### src/rtl/mem_arb_pkg.sv
// Shared types for the I/D line-memory port arbiter: FSM states, port ids and
// the watchdog counter width helper.
package mem_arb_pkg;

  typedef enum logic [1:0] {IDLE, ISSUE, WAIT, RECOVER} arb_state_t;

  typedef enum logic {PORT_I, PORT_D} port_t;

  // Watchdog counter width: enough bits for the limit, kept within 8..16.
  function automatic int timeout_cnt_w(input int cycles);
    int w;
    w = $clog2(cycles);
    if (w < 8)  w = 8;
    if (w > 16) w = 16;
    return w;
  endfunction

endpackage

### src/rtl/mem_port_arbiter_if.sv
// Bundle of the I-side, D-side and downstream line-memory signals around the
// arbiter; master is the arbiter's view, slave the surrounding environment.
interface mem_port_arbiter_if #(
  parameter int ADDR_WIDTH = 32,
  parameter int DATA_WIDTH = 256
);
  logic                  strobe_imem;
  logic [ADDR_WIDTH-1:0] addr_imem_i;
  logic [DATA_WIDTH-1:0] rdata_imem_o;
  logic                  done_imem_o;

  logic                  strobe_dmem;
  logic [ADDR_WIDTH-1:0] addr_dmem_i;
  logic [DATA_WIDTH-1:0] wdata_dmem_i;
  logic                  rw_dmem_i;
  logic [DATA_WIDTH-1:0] rdata_dmem_o;
  logic                  done_dmem_o;

  logic                  mem_strobe_o;
  logic [ADDR_WIDTH-1:0] mem_addr_o;
  logic [DATA_WIDTH-1:0] mem_wdata_o;
  logic                  mem_rw_o;
  logic [DATA_WIDTH-1:0] mem_rdata_i;
  logic                  mem_done_i;

  logic                  busy_o;
  logic                  err_o;

  modport master (
    input  strobe_imem, addr_imem_i,
    input  strobe_dmem, addr_dmem_i, wdata_dmem_i, rw_dmem_i,
    input  mem_rdata_i, mem_done_i,
    output rdata_imem_o, done_imem_o, rdata_dmem_o, done_dmem_o,
    output mem_strobe_o, mem_addr_o, mem_wdata_o, mem_rw_o,
    output busy_o, err_o
  );

  modport slave (
    output strobe_imem, addr_imem_i,
    output strobe_dmem, addr_dmem_i, wdata_dmem_i, rw_dmem_i,
    output mem_rdata_i, mem_done_i,
    input  rdata_imem_o, done_imem_o, rdata_dmem_o, done_dmem_o,
    input  mem_strobe_o, mem_addr_o, mem_wdata_o, mem_rw_o,
    input  busy_o, err_o
  );
endinterface

### src/rtl/mem_port_arbiter_rr_arbiter2.sv
// Two-way round-robin picker: on a tie the port that was not granted last wins.
// Purely combinational; the last-grant state lives in the parent.
module rr_arbiter2
  import mem_arb_pkg::*;
(
  input  logic [1:0] req,
  input  logic [1:0] mask,
  input  port_t      last_grant,
  output logic       grant_valid,
  output port_t      grant_id
);

  logic [1:0] eligible;

  assign eligible = req & ~mask;

  always_comb begin
    grant_valid = |eligible;
    grant_id    = PORT_I;
    if (eligible == 2'b11)
      grant_id = (last_grant == PORT_I) ? PORT_D : PORT_I;
    else if (eligible[1])
      grant_id = PORT_D;
  end

endmodule

### src/rtl/mem_port_arbiter.sv
// Serialises I-side reads and D-side reads/writes onto one line-wide memory port.
// Optional WAIT watchdog enabled by defining MEM_ARB_TIMEOUT_EN.
module mem_port_arbiter
  import mem_arb_pkg::*;
#(
  parameter int ADDR_WIDTH     = 32,
  parameter int DATA_WIDTH     = 256,
  parameter int TIMEOUT_CYCLES = 256
) (
  input logic                clk,
  input logic                rst_n,
  mem_port_arbiter_if.master bus
);

  if (TIMEOUT_CYCLES < 1 || TIMEOUT_CYCLES > 65536) begin : g_bad_timeout
    $error("mem_port_arbiter: TIMEOUT_CYCLES out of range 1..65536");
  end

  arb_state_t            state_q, state_d;
  port_t                 winner_q, last_grant_q, grant_id;
  logic                  grant_valid;
  logic                  mask_q;
  logic [1:0]            mask;
  logic                  timeout_hit;
  logic                  err_q;
  logic [ADDR_WIDTH-1:0] addr_q;
  logic [DATA_WIDTH-1:0] wdata_q;
  logic                  rw_q;
  logic [DATA_WIDTH-1:0] rdata_i_q, rdata_d_q;

  // The port served last sits out the first IDLE cycle, so a strobe still
  // high right after its done pulse is not mistaken for a new request.
  assign mask = mask_q ? ((last_grant_q == PORT_I) ? 2'b01 : 2'b10) : 2'b00;

  rr_arbiter2 u_rr (
    .req        ({bus.strobe_dmem, bus.strobe_imem}),
    .mask       (mask),
    .last_grant (last_grant_q),
    .grant_valid(grant_valid),
    .grant_id   (grant_id)
  );

`ifdef MEM_ARB_TIMEOUT_EN
  localparam int CNT_W = timeout_cnt_w(TIMEOUT_CYCLES);

  logic [CNT_W-1:0] cnt_q;

  always_ff @(posedge clk or negedge rst_n) begin
    if (!rst_n)
      cnt_q <= '0;
    else if (state_q != WAIT)
      cnt_q <= '0;
    else
      cnt_q <= cnt_q + 1'b1;
  end

  assign timeout_hit = (state_q == WAIT) && (cnt_q == CNT_W'(TIMEOUT_CYCLES - 1));
`else
  assign timeout_hit = 1'b0;
`endif

  always_ff @(posedge clk or negedge rst_n) begin
    if (!rst_n)
      state_q <= IDLE;
    else
      state_q <= state_d;
  end

  always_comb begin
    state_d = state_q;
    case (state_q)
      IDLE:    if (grant_valid) state_d = ISSUE;
      ISSUE:   state_d = WAIT;
      WAIT:    if (bus.mem_done_i || timeout_hit) state_d = RECOVER;
      RECOVER: state_d = IDLE;
      default: state_d = IDLE;
    endcase
  end

  // Request capture in IDLE; later requester changes are ignored until the next grant.
  always_ff @(posedge clk or negedge rst_n) begin
    if (!rst_n) begin
      winner_q     <= PORT_I;
      last_grant_q <= PORT_D;
      mask_q       <= 1'b0;
      err_q        <= 1'b0;
      addr_q       <= '0;
      wdata_q      <= '0;
      rw_q         <= 1'b0;
      rdata_i_q    <= '0;
      rdata_d_q    <= '0;
    end else begin
      mask_q <= (state_q == RECOVER);
      if (state_q == IDLE && grant_valid) begin
        winner_q <= grant_id;
        if (grant_id == PORT_I) begin
          addr_q  <= bus.addr_imem_i;
          wdata_q <= '0;
          rw_q    <= 1'b0;
        end else begin
          addr_q  <= bus.addr_dmem_i;
          wdata_q <= bus.wdata_dmem_i;
          rw_q    <= bus.rw_dmem_i;
        end
      end
      if (state_q == WAIT) begin
        err_q <= timeout_hit && !bus.mem_done_i;
        if (bus.mem_done_i && !rw_q) begin
          if (winner_q == PORT_I)
            rdata_i_q <= bus.mem_rdata_i;
          else
            rdata_d_q <= bus.mem_rdata_i;
        end
      end
      if (state_q == RECOVER)
        last_grant_q <= winner_q;
    end
  end

  assign bus.mem_strobe_o = (state_q == ISSUE);
  assign bus.mem_addr_o   = addr_q;
  assign bus.mem_wdata_o  = wdata_q;
  assign bus.mem_rw_o     = rw_q;
  assign bus.rdata_imem_o = rdata_i_q;
  assign bus.rdata_dmem_o = rdata_d_q;
  assign bus.done_imem_o  = (state_q == RECOVER) && (winner_q == PORT_I);
  assign bus.done_dmem_o  = (state_q == RECOVER) && (winner_q == PORT_D);
  assign bus.busy_o       = (state_q != IDLE);
  assign bus.err_o        = (state_q == RECOVER) && err_q;

endmodule
### src/flat_wrapper.sv
// flat-port wrapper written by rule: the top's interface ports become plain ports
module mem_port_arbiter_flat import mem_arb_pkg::*;
#(
  parameter int ADDR_WIDTH     = 32,
  parameter int DATA_WIDTH     = 256,
  parameter int TIMEOUT_CYCLES = 256
)
  (clk, rst_n, bus_strobe_imem, bus_addr_imem_i, bus_strobe_dmem, bus_addr_dmem_i, bus_wdata_dmem_i, bus_rw_dmem_i, bus_mem_rdata_i, bus_mem_done_i, bus_rdata_imem_o, bus_done_imem_o, bus_rdata_dmem_o, bus_done_dmem_o, bus_mem_strobe_o, bus_mem_addr_o, bus_mem_wdata_o, bus_mem_rw_o, bus_busy_o, bus_err_o);
  mem_port_arbiter_if #(.ADDR_WIDTH(ADDR_WIDTH), .DATA_WIDTH(DATA_WIDTH)) bus_i ();
  input logic clk;
  input logic rst_n;
  input wire logic [$bits(bus_i.strobe_imem)-1:0] bus_strobe_imem;
  input wire logic [$bits(bus_i.addr_imem_i)-1:0] bus_addr_imem_i;
  input wire logic [$bits(bus_i.strobe_dmem)-1:0] bus_strobe_dmem;
  input wire logic [$bits(bus_i.addr_dmem_i)-1:0] bus_addr_dmem_i;
  input wire logic [$bits(bus_i.wdata_dmem_i)-1:0] bus_wdata_dmem_i;
  input wire logic [$bits(bus_i.rw_dmem_i)-1:0] bus_rw_dmem_i;
  input wire logic [$bits(bus_i.mem_rdata_i)-1:0] bus_mem_rdata_i;
  input wire logic [$bits(bus_i.mem_done_i)-1:0] bus_mem_done_i;
  output wire logic [$bits(bus_i.rdata_imem_o)-1:0] bus_rdata_imem_o;
  output wire logic [$bits(bus_i.done_imem_o)-1:0] bus_done_imem_o;
  output wire logic [$bits(bus_i.rdata_dmem_o)-1:0] bus_rdata_dmem_o;
  output wire logic [$bits(bus_i.done_dmem_o)-1:0] bus_done_dmem_o;
  output wire logic [$bits(bus_i.mem_strobe_o)-1:0] bus_mem_strobe_o;
  output wire logic [$bits(bus_i.mem_addr_o)-1:0] bus_mem_addr_o;
  output wire logic [$bits(bus_i.mem_wdata_o)-1:0] bus_mem_wdata_o;
  output wire logic [$bits(bus_i.mem_rw_o)-1:0] bus_mem_rw_o;
  output wire logic [$bits(bus_i.busy_o)-1:0] bus_busy_o;
  output wire logic [$bits(bus_i.err_o)-1:0] bus_err_o;
  assign bus_i.strobe_imem = bus_strobe_imem;
  assign bus_i.addr_imem_i = bus_addr_imem_i;
  assign bus_i.strobe_dmem = bus_strobe_dmem;
  assign bus_i.addr_dmem_i = bus_addr_dmem_i;
  assign bus_i.wdata_dmem_i = bus_wdata_dmem_i;
  assign bus_i.rw_dmem_i = bus_rw_dmem_i;
  assign bus_i.mem_rdata_i = bus_mem_rdata_i;
  assign bus_i.mem_done_i = bus_mem_done_i;
  assign bus_rdata_imem_o = bus_i.rdata_imem_o;
  assign bus_done_imem_o = bus_i.done_imem_o;
  assign bus_rdata_dmem_o = bus_i.rdata_dmem_o;
  assign bus_done_dmem_o = bus_i.done_dmem_o;
  assign bus_mem_strobe_o = bus_i.mem_strobe_o;
  assign bus_mem_addr_o = bus_i.mem_addr_o;
  assign bus_mem_wdata_o = bus_i.mem_wdata_o;
  assign bus_mem_rw_o = bus_i.mem_rw_o;
  assign bus_busy_o = bus_i.busy_o;
  assign bus_err_o = bus_i.err_o;
  mem_port_arbiter #(.ADDR_WIDTH(ADDR_WIDTH), .DATA_WIDTH(DATA_WIDTH), .TIMEOUT_CYCLES(TIMEOUT_CYCLES)) u_core (.clk(clk), .rst_n(rst_n), .bus(bus_i));
endmodule
### config.mk
export PLATFORM = sky130hd
export DESIGN_NAME = mem_port_arbiter_flat
export DESIGN_NICKNAME = d
export VERILOG_FILES = /design/src/rtl/mem_arb_pkg.sv /design/src/rtl/mem_port_arbiter_if.sv /design/src/rtl/mem_port_arbiter_rr_arbiter2.sv /design/src/rtl/mem_port_arbiter.sv /design/src/flat_wrapper.sv
export SDC_FILE = /design/constraint.sdc
export NUM_CORES = 1
export LEC_CHECK = 0
export CAP_MARGIN = 20
export CORE_AREA = 4 4 544 546
export DETAILED_ROUTE_END_ITERATION = 12
export DIE_AREA = 0 0 548 550
export PLACE_DENSITY_LB_ADDON = 0.12
export SETUP_SLACK_MARGIN = 0.5
export SYNTH_ARGS = -nofsm -noshare
export SYNTH_HDL_FRONTEND = slang
export SYNTH_SLANG_ARGS = --single-unit
### constraint.sdc
create_clock -name clk -period 5.77 [get_ports clk]
set_input_delay 0.8655 -clock clk [delete_from_list [all_inputs] [get_ports clk]]
set_output_delay 0.8655 -clock clk [all_outputs]
set_load 0.01 [all_outputs]
After elaboration in Yosys (flattened, before gate mapping)
Index checks and enable logic that the tools add are counted.
- equality and inequality tests: 6
- muxes and demuxes: 11
- bitwise operators: 3
- reduce and logical (&&, ||, !) cells: 11
- operator list (cell ; number):
    $mux W256 ; 1
    $mux W32 ; 1
    $mux W2 ; 4
    $pmux W2 S4 ; 1
    $eq A2 B2 Y1 const B ; 3
    $reduce_and A3 Y1 ; 2
    $logic_and A1 B1 Y1 ; 4
    $mux W1 ; 4
    $and A2 B2 Y2 ; 1
    $eq A2 B1 Y1 const B ; 1
    $logic_not A2 Y1 ; 1
    $ne A2 B1 Y1 const B ; 1
    $ne A2 B2 Y1 const B ; 1
    $not A2 Y2 ; 1
    $reduce_and A2 Y1 ; 1
    $reduce_bool A2 Y1 ; 1
    $reduce_or A2 Y1 ; 1
    $logic_not A1 Y1 ; 1
    $not A1 Y1 ; 1
- register bits after elaboration: 806
- bits of input ports: 582
- word-level logic and storage cells: 40

Longest topological paths before layout
- depth after elaboration: 7
- gate-level depth with buffers: 8

Hierarchy
A second synthesis with hierarchy kept.
- cells, all modules: 2365
- area, all modules: 30653.1 um^2
- by module, submodules not included (module ; times used ; cells an instance ; area each (um^2) ; seq. area each (um^2)):
    mem_port_arbiter ; 1 ; 2360 ; 30614.4 ; 20170.6
    rr_arbiter2 ; 1 ; 5 ; 38.8 ; 0.0

Worst setup path after synthesis
No wires, ideal clock.
- path kind: input to register
- start point: in bus_strobe_imem
- end point: reg u_core.addr_q[17] (netlist: u_core.bus.mem_addr_o[17])
- arrival time: 2.048 ns
- setup slack: 3.595 ns
- cell stages on the path: 5
- buffers on the path: 1
- path through: o21ai_0 nand2_1 buf_1 mux2_2 mux2_1
- word-level cells in the longest chain between the ends: 4
- RTL lines (what ; RTL line ; RTL):
    start: declaration ; flat_wrapper.sv:12 ; input wire logic [$bits(bus_i.strobe_imem)-1:0] bus_strobe_imem;
    $and A2 B2 Y2 (*) ; mem_port_arbiter_rr_arbiter2.sv:15 ; assign eligible = req & ~mask;
    $eq A2 B2 Y1 ; mem_port_arbiter_rr_arbiter2.sv:20 ; if (eligible == 2'b11)
    $mux W1 ; mem_port_arbiter_rr_arbiter2.sv:20 ;
    $mux W32 ; mem_port_arbiter.sv:96 ; if (grant_id == PORT_I) begin
    end signal: assignment ; mem_port_arbiter.sv:97 ; addr_q <= bus.addr_imem_i;
    end signal: assignment ; mem_port_arbiter.sv:101 ; addr_q <= bus.addr_dmem_i;
    end: declaration ; mem_port_arbiter.sv:26 ; logic [ADDR_WIDTH-1:0] addr_q;
Mark *: on every way between the ends. The rest lies on a longest branch, timed or not.
A chain may end at the register's enable or synchronous reset.

Worst setup path after layout
- start point: reg u_core.state_q[0]
- end point: out bus_busy_o
- word-level cells in the longest chain between the ends: 1
- RTL lines (what ; RTL line ; RTL):
    start: declaration ; mem_port_arbiter.sv:19 ; arb_state_t state_q, state_d;
    start signal: assignment ; mem_port_arbiter.sv:66 ; state_q <= state_d;
    $reduce_bool A2 Y1 ; mem_port_arbiter.sv:128 ; assign bus.busy_o = (state_q != IDLE);
    end: declaration ; flat_wrapper.sv:28 ; output wire logic [$bits(bus_i.busy_o)-1:0] bus_busy_o;
Every way passes these cells.

==> flow_summary_export.csv <==
group,metric,value,unit
hold_path,hold_class,"register to register",
setup_path,critPathKind,"register to output pin",
timing,hold-worst-slack,492,ps
global_route,grt_pass1_wl,235,mm
timing,worst_slack,2590,ps
cells_and_area,fin_area,52200,um2
clocking,postCtsSetupBuffers,0,
clocking,worst_skew_pair.late_latency,860,ps
clocking,ctsHoldBuffers,1,
global_route,antenna_found_initial,78,
cells_and_area,postLayoutCoreUtil,0.180,
drt,vias,22100,
synthesis,synthCells,1788,
floorplan,die_y,550,um
floorplan,start_util,0.102,
drt,first_pass_iters,4,
timing,hold_violations,0,
power_and_ir_drop,comb_power_share,0.433,
power_and_ir_drop,net-switching-power,10.3,mW
global_route,grt_overflow,0,
synthesis,yosysSeqAreaShare,0.678,
timing,rsz0062_at_grt,"false",
floorplan,fp.dieArea,301000,um2
cells_and_area,area_growth,75.5,%
cells_and_area,drive_gt1_frac,0.235,
timing,period_needed,3180,ps
clocking,numClockSinks,806,
synthesis,ys_top_cells_by_area,"dfrtp_1 (68%), mux2_2 (21%), a22o_1 (7.6%), buf_2 (1.5%), mux2_1 (0.53%)",
timing,relSlewSlack,0.313,
hold_path,holdPathEnd,"u_core.bus.mem_addr_o[18]",
setup_path,r2r_slack,3160,ps
floorplan,die_w,548,um
setup_path,rr_startpoint,"u_core.state_q[0]",
setup_path,end_kind,"output pin",
timing,fin_crit_sh,0.550,
power_and_ir_drop,p_sw_frac,0.341,
synthesis,postSynthAreaPerCell,16.6,um2
clocking,cts_root_buf,"clkbuf_16",
synthesis,ys_warn_count,0,
power_and_ir_drop,total_power,30.2,mW
placed_design,hpwl,137,mm
setup_path,crit_fanout,4,
clocking,htreeDepth,3,
power_and_ir_drop,p_seq_frac,0.324,
placed_design,placed_cell_area,48300,um2
floorplan,io_pins,1388,
power_and_ir_drop,p_clk_frac,0.243,
drt,wl_per_cell,24.6,um
power_and_ir_drop,p_leak,20.7,nW
global_route,first_global_vias,24200,
placed_design,numPortBuffers,1386,
placed_design,pre_cts_slack,2280,ps
hold_path,min_from,"u_core.bus.mem_addr_o[18]",
setup_path,cp.required,4900,ps
clocking,cts_resized,0,
cells_and_area,nets,3791,
timing,fin_skew,84.3,ps
synthesis,synth.distinct_cells,25,
power_and_ir_drop,p_int,19.9,mW
timing,fmax,0.315,GHz
setup_path,r2r_end,"u_core.bus.rdata_imem_o[39]",
drt,drt_iter0_drc,821,
synthesis,yosys-top-cells-count,"dfrtp_1 (805), mux2_2 (564), a22o_1 (257), buf_2 (90), clkbuf_1 (15)",
synthesis,ys_async_sr_fraction,1.00,
drt,drc,0,
setup_path,cp_data_arrival_time,2310,ps
synthesis,yosys.area.top_type,"dfrtp_1",
power_and_ir_drop,irDropWorstVdd,0.461,mV
cells_and_area,stdcell_count,7202,
floorplan,coreArea,291000,um2
clocking,numCtsBuffers,117,
clocking,clk_path_buf_depth,4,
power_and_ir_drop,p_per_area,578,nW/um2
setup_path,r2r_cells,7,
clocking,cts_tree,"built",
placed_design,place.gp.congestion,0.796,
timing,final_max_slew_viol_count,0,
synthesis,syn-num-nets,2374,
setup_path,start_kind,"register",
timing,setup_tns,0,ps
drt,ant_nets,0,
synthesis,synthFlopType,"dfrtp_1",
synthesis,synthDominantCellAreaShare,0.677,
synthesis,synth-seq-cells,806,
floorplan,rows,198,
clocking,clkTransAtPathRegs,60,ps
timing,setup_violations,0,
timing,worstMarginPinSlew,1030,ps
drt,totalWireLength,177,mm
cells_and_area,num-fill-cells,31700,
synthesis,synth_area,29700,um2
global_route,grt_max_degree,151,
flow_run,maxCapViolCount,0,
status,outcome,"complete, no violations",
placed_design,dp.cells,6985,
drt,via_per_inst,3.07,
synthesis,yosysMostFrequentCell,"dfrtp_1",
hold_path,hold_depth,1,
global_route,grt.total_usage,0.113,
synthesis,synth-edff-count,0,
-- routing by layer --
layer  part of all wire  track usage  vias to the layer above  wire length [um]
met5             0.0020            0                        -               356
met4              0.020       0.0242                       54              3470
met3               0.12       0.0614                      238             21600
met2               0.47        0.185                     1110             82600
met1               0.39        0.129                    11200             69200
li1                   -            -                     9445                 -
-- how the worst max path moves through the flow --
stage | start | end | slack (ps) | cells past startpoint
floorplan | bus_strobe_imem | u_core.bus.mem_addr_o[17] | 3590 | 5
global placement | bus_mem_done_i | u_core.bus.rdata_imem_o[16] | 2280 | 6
finish | u_core.state_q[0] | bus_busy_o | 2590 | 4
detailed placement | bus_mem_done_i | u_core.bus.rdata_imem_o[8] | 2280 | 6
CTS | u_core.state_q[0] | bus_busy_o | 2440 | 4
global route | u_core.state_q[0] | bus_busy_o | 2430 | 4
-- cell usage in the layout (no fill, tap or decap), types with 5 or more instances in the layout --
cell type and n:
dfrtp_1 805, clkbuf_16 117, bufinv_16 8, clkdlybuf4s50_1 1385, clkbuf_1 30, a22o_1 257
clkbuf_8 28, clkinvlp_4 5, clkinv_2 10, mux2_2 564, mux2_1 14, buf_12 17
diode_2 14, buf_4 14
-- cell families (layout without fill, tap and decap cells) --
| logic type | after synthesis | count (layout) | share of synthesized area |
|---|---|---|---|
| flip-flops | 806 | 806 | 0.678 |
| multiplexers | 578 | 578 | 0.219 |
| AO/OA/AOI/OAI | 263 | 263 | 0.0770 |
| buffers and inverters | 124 | 1624 | 0.0223 |
| AND/OR/NAND/NOR | 12 | 12 | 0.00189 |
| adder cells (fa/ha/maj) | 4 | 4 | 0.00168 |
| other | 1 | 15 | 0.000126 |
-- power groups by stage --
stage               logic (mW)  clock network (mW)  registers [mW]
finish                    13.1                7.33            9.77
global placement          13.5                   0            9.86
global route              13.9                7.91            10.1
floorplan                 3.68                   0            10.9
detailed placement        13.5                   0            9.86
CTS                       13.5                7.75            9.83
-- layout make-up --
class / instances / area [um2] / area share
diodes: 14 / 35.0 / 0.000671
multi-input cells: 858 / 8940 / 0.171
repair buffers: 1418 / 14300 / 0.275
inverters: 4 / 15.0 / 0.000288
well taps: 3900 / 4880 / 0.0935
flip-flops and latches: 806 / 20200 / 0.386
clock inverters: 27 / 392 / 0.00750
clock buffers: 175 / 3430 / 0.0656
-- critical path, stage by stage, from the launching register on --
cell and delay [ps]:
dfrtp_1 410, inv_1 80, ha_1 230, inv_1 180
clkdlybuf4s50_1 630
-- state kept, by name, summed over array words and instances (netlist names) --
signal	flops
u_core.bus.rdata_imem_o	256
u_core.winner_q	1
u_core.bus.mem_addr_o	32
u_core.mask_q	1
u_core.bus.mem_wdata_o	256
u_core.last_grant_q	1
u_core.bus.rdata_dmem_o	256
u_core.state_q	2
u_core.bus.mem_rw_o	1
Power figures use the tool's default switching activity.
==> edit: new RTL, same settings <==
Add a define of `MEM_ARB_TIMEOUT_EN`.
--- a/src/rtl/mem_port_arbiter.sv
+++ b/src/rtl/mem_port_arbiter.sv
@@ -2,2 +2,4 @@
 // Optional WAIT watchdog enabled by defining MEM_ARB_TIMEOUT_EN.
+`define MEM_ARB_TIMEOUT_EN
+
 module mem_port_arbiter
Check against the original RTL: not settled (the Yosys comparison gave no result); the edit may change what the design does.
==> edit against the original RTL <==
- routed wire length grew 2.8%
- non-clock buffer count increased by 17
- cell count rose by 1.4%
- total power is 0.27% higher
- synthesized area rose by 1.1%
- sequential share of layout area increased by 0.11 points
- final area rose by 0.84%
- sequential cell count up 9
- setup slack got worse by 0.080 ns
- register-to-register slack lost 0.61 ns
==> edit: results (changes against the original RTL) <==
[metrics] Skew-Pair Late Insertion Delay: 0.85 ns
[metrics] library cells used by synthesis: 35 (+40%)
[metrics] number of global-route vias before repair: 24790 (+2.3%)
[metrics] fraction of the yosys area taken by sequential cells: 67.81% (about the same)
[metrics] capture instance of the worst register-to-register path: u_core.bus.rdata_dmem_o[107]
[metrics] net switching fraction of the power: 34.58% (+0.50 points)
[metrics] cts bufs inserted: 118 (+0.85%)
[metrics] final worst hold slack: 0.09907 ns (-0.3924 ns)
[metrics] Wirelength per Cell: 24.95 µm (+1.4%)
[metrics] total vias in the final route: 22280 (+0.92%)
[metrics] number of warning messages in the yosys log: 0 (unchanged)
[metrics] CTS root buffer: clkbuf_16
[metrics] global-route wire length before repair: 238.5 mm (+1.5%)
[metrics] Max rail drop VDD: 0.0002403 V (-48%)
[metrics] number of hold-slack violations in the final timing report: 0 (unchanged)
[metrics] antenna violations before repair: 51 (-35%)
[metrics] main area contributors after synthesis: dfrtp_1 (68%), mux2_2 (19%), a22o_1 (7.5%), buf_2 (1.4%), mux2i_1 (1.1%)
[metrics] Post-Synthesis Net Count: 2447 (+3.1%)
[metrics] Max-Slew Margin vs Limit: 36.41% (+5.1 points)
[metrics] largest net degree at the start of global routing: 126 (-17%)
[metrics] Final Skew: 0.05676 ns (-0.02757 ns)
[metrics] type of the worst min-delay path: input pin to async pin
[metrics] Leak Pwr: 21.15 nW (+1.9%)
[metrics] proportion of synthesized flip-flops having asynchronous set or reset: 100.0% (unchanged)
[metrics] count of TritonRoute iterations in the first routing pass: 4 (unchanged)
[metrics] DR iter-0 viols: 747 (-9.0%)
[metrics] fraction of final layout cells sized beyond drive strength 1: 22.13% (-1.4 points)
[metrics] Worst EP arrival: 2.39 ns (+0.08 ns)
[metrics] number of buffers added for setup after CTS: 0 (unchanged)
[metrics] Net count, final: 3879 (+2.3%)
[metrics] cells on worst reg2reg path: 7 (unchanged)
[metrics] crit path max fanout: 5 (+1)
[metrics] register clock-pin slew on the reported worst setup and hold paths: 0.06 ns (about the same)
[metrics] final weighted congestion of routability-driven global placement: 0.7581 (-4.8%)
[metrics] estimated wirelength of the detail-placed design: 142.7 mm (+4.3%)
[metrics] FF-to-FF setup slack: 2.55 ns (-0.61 ns)
[metrics] overall routing resource usage: 11.54% (+0.27 points)
[metrics] number of port buffers: 1387 (+0.072%)
[metrics] buffers from clock root to sink, at most: 4 (unchanged)
[metrics] status: completed
[metrics] fin. max-slew vios: 0 (unchanged)
[metrics] worst r2r src: u_core.state_q[0]
[metrics] H-tree levels: 3 (unchanged)
[metrics] CTS-repair resized insts: 0 (unchanged)
[metrics] top cells by instance count after synthesis: dfrtp_1 (814), mux2_2 (514), a22o_1 (257)
[edit: how the worst max path moves through the flow]
| stage | to | from | slack (ns) |
|---|---|---|---|
| 2_1_floorplan | u_core.bus.rdata_dmem_o[0] | bus_mem_done_i | 3.76 |
| 3_3_place_gp | u_core.bus.rdata_dmem_o[235] | bus_mem_done_i | 2.07 |
| 3_5_place_dp | u_core.bus.rdata_dmem_o[250] | bus_mem_done_i | 2.04 |
| 4_1_cts | bus_done_imem_o | u_core.state_q[1] | 2.33 |
| 5_1_grt | u_core.bus.rdata_dmem_o[140] | u_core.state_q[0] | 2.30 |
| 6_report | bus_err_o | u_core.state_q[1] | 2.51 |
[edit: logic make-up (layout without fill, tap and decap cells)]
logic type	count (synthesis)	count (layout)	share of synthesized area, %
flops	815	815	67.81
mux	546	546	20.31
compound gates	300	300	8.282
buf+inv	126	1647	2.242
simple gates	61	61	0.9651
fa+ha+maj	6	6	0.2496
xor+xnor	5	5	0.1456
other cells	0	20	0
[edit: through the flow]
step	worst slack (ns)	instances	instance area, µm²	utilization (%)
6_report	2.514	7300	52630	18.11
2_1_floorplan	3.763	1859	30080	-
4_1_cts	2.327	7280	52580	18.09
3_3_place_gp	2.072	7071	48750	16.77
3_5_place_dp	2.040	7071	48750	16.77
5_1_grt	2.296	7286	52590	18.10
[edit: layer usage]
metal	track usage (%)	vias up	share of wire, %
li1	-	9719	-
met1	11.91	11220	36
met2	20.30	1084	50
met5	0	-	0.057
met3	5.994	243	11
met4	3.440	18	2.9
[edit: power by group through the flow]
stage          sequential, mW  combinational, mW  clock (mW)
2_1_floorplan            10.9               3.62           0
3_3_place_gp             10.1               13.4           0
3_5_place_dp             10.1               13.3           0
4_1_cts                  10.1               13.4        7.69
5_1_grt                  10.4               13.9        7.87
6_report                 10.0               13.0        7.29
[edit: final cells by class]
| type | instances | area (µm²) |
|---|---|---|
| Inverter | 3 | 11.26 |
| Tap cell | 3900 | 4880 |
| Sequential cell | 815 | 20400 |
| Antenna cell | 20 | 50.05 |
| Timing Repair Buffer | 1435 | 14420 |
| Clock buffer | 179 | 3503 |
| Fill cell | 31680 | 238000 |
| Multi-Input combinational cell | 918 | 9036 |
| Clock inverter | 30 | 325.3 |
[edit: critical path: stages, from the launching register on]
cell	delay (ns)
dfrtp_1	0.39
ha_1	0.27
and2_1	0.30
clkdlybuf4s50_1	0.62
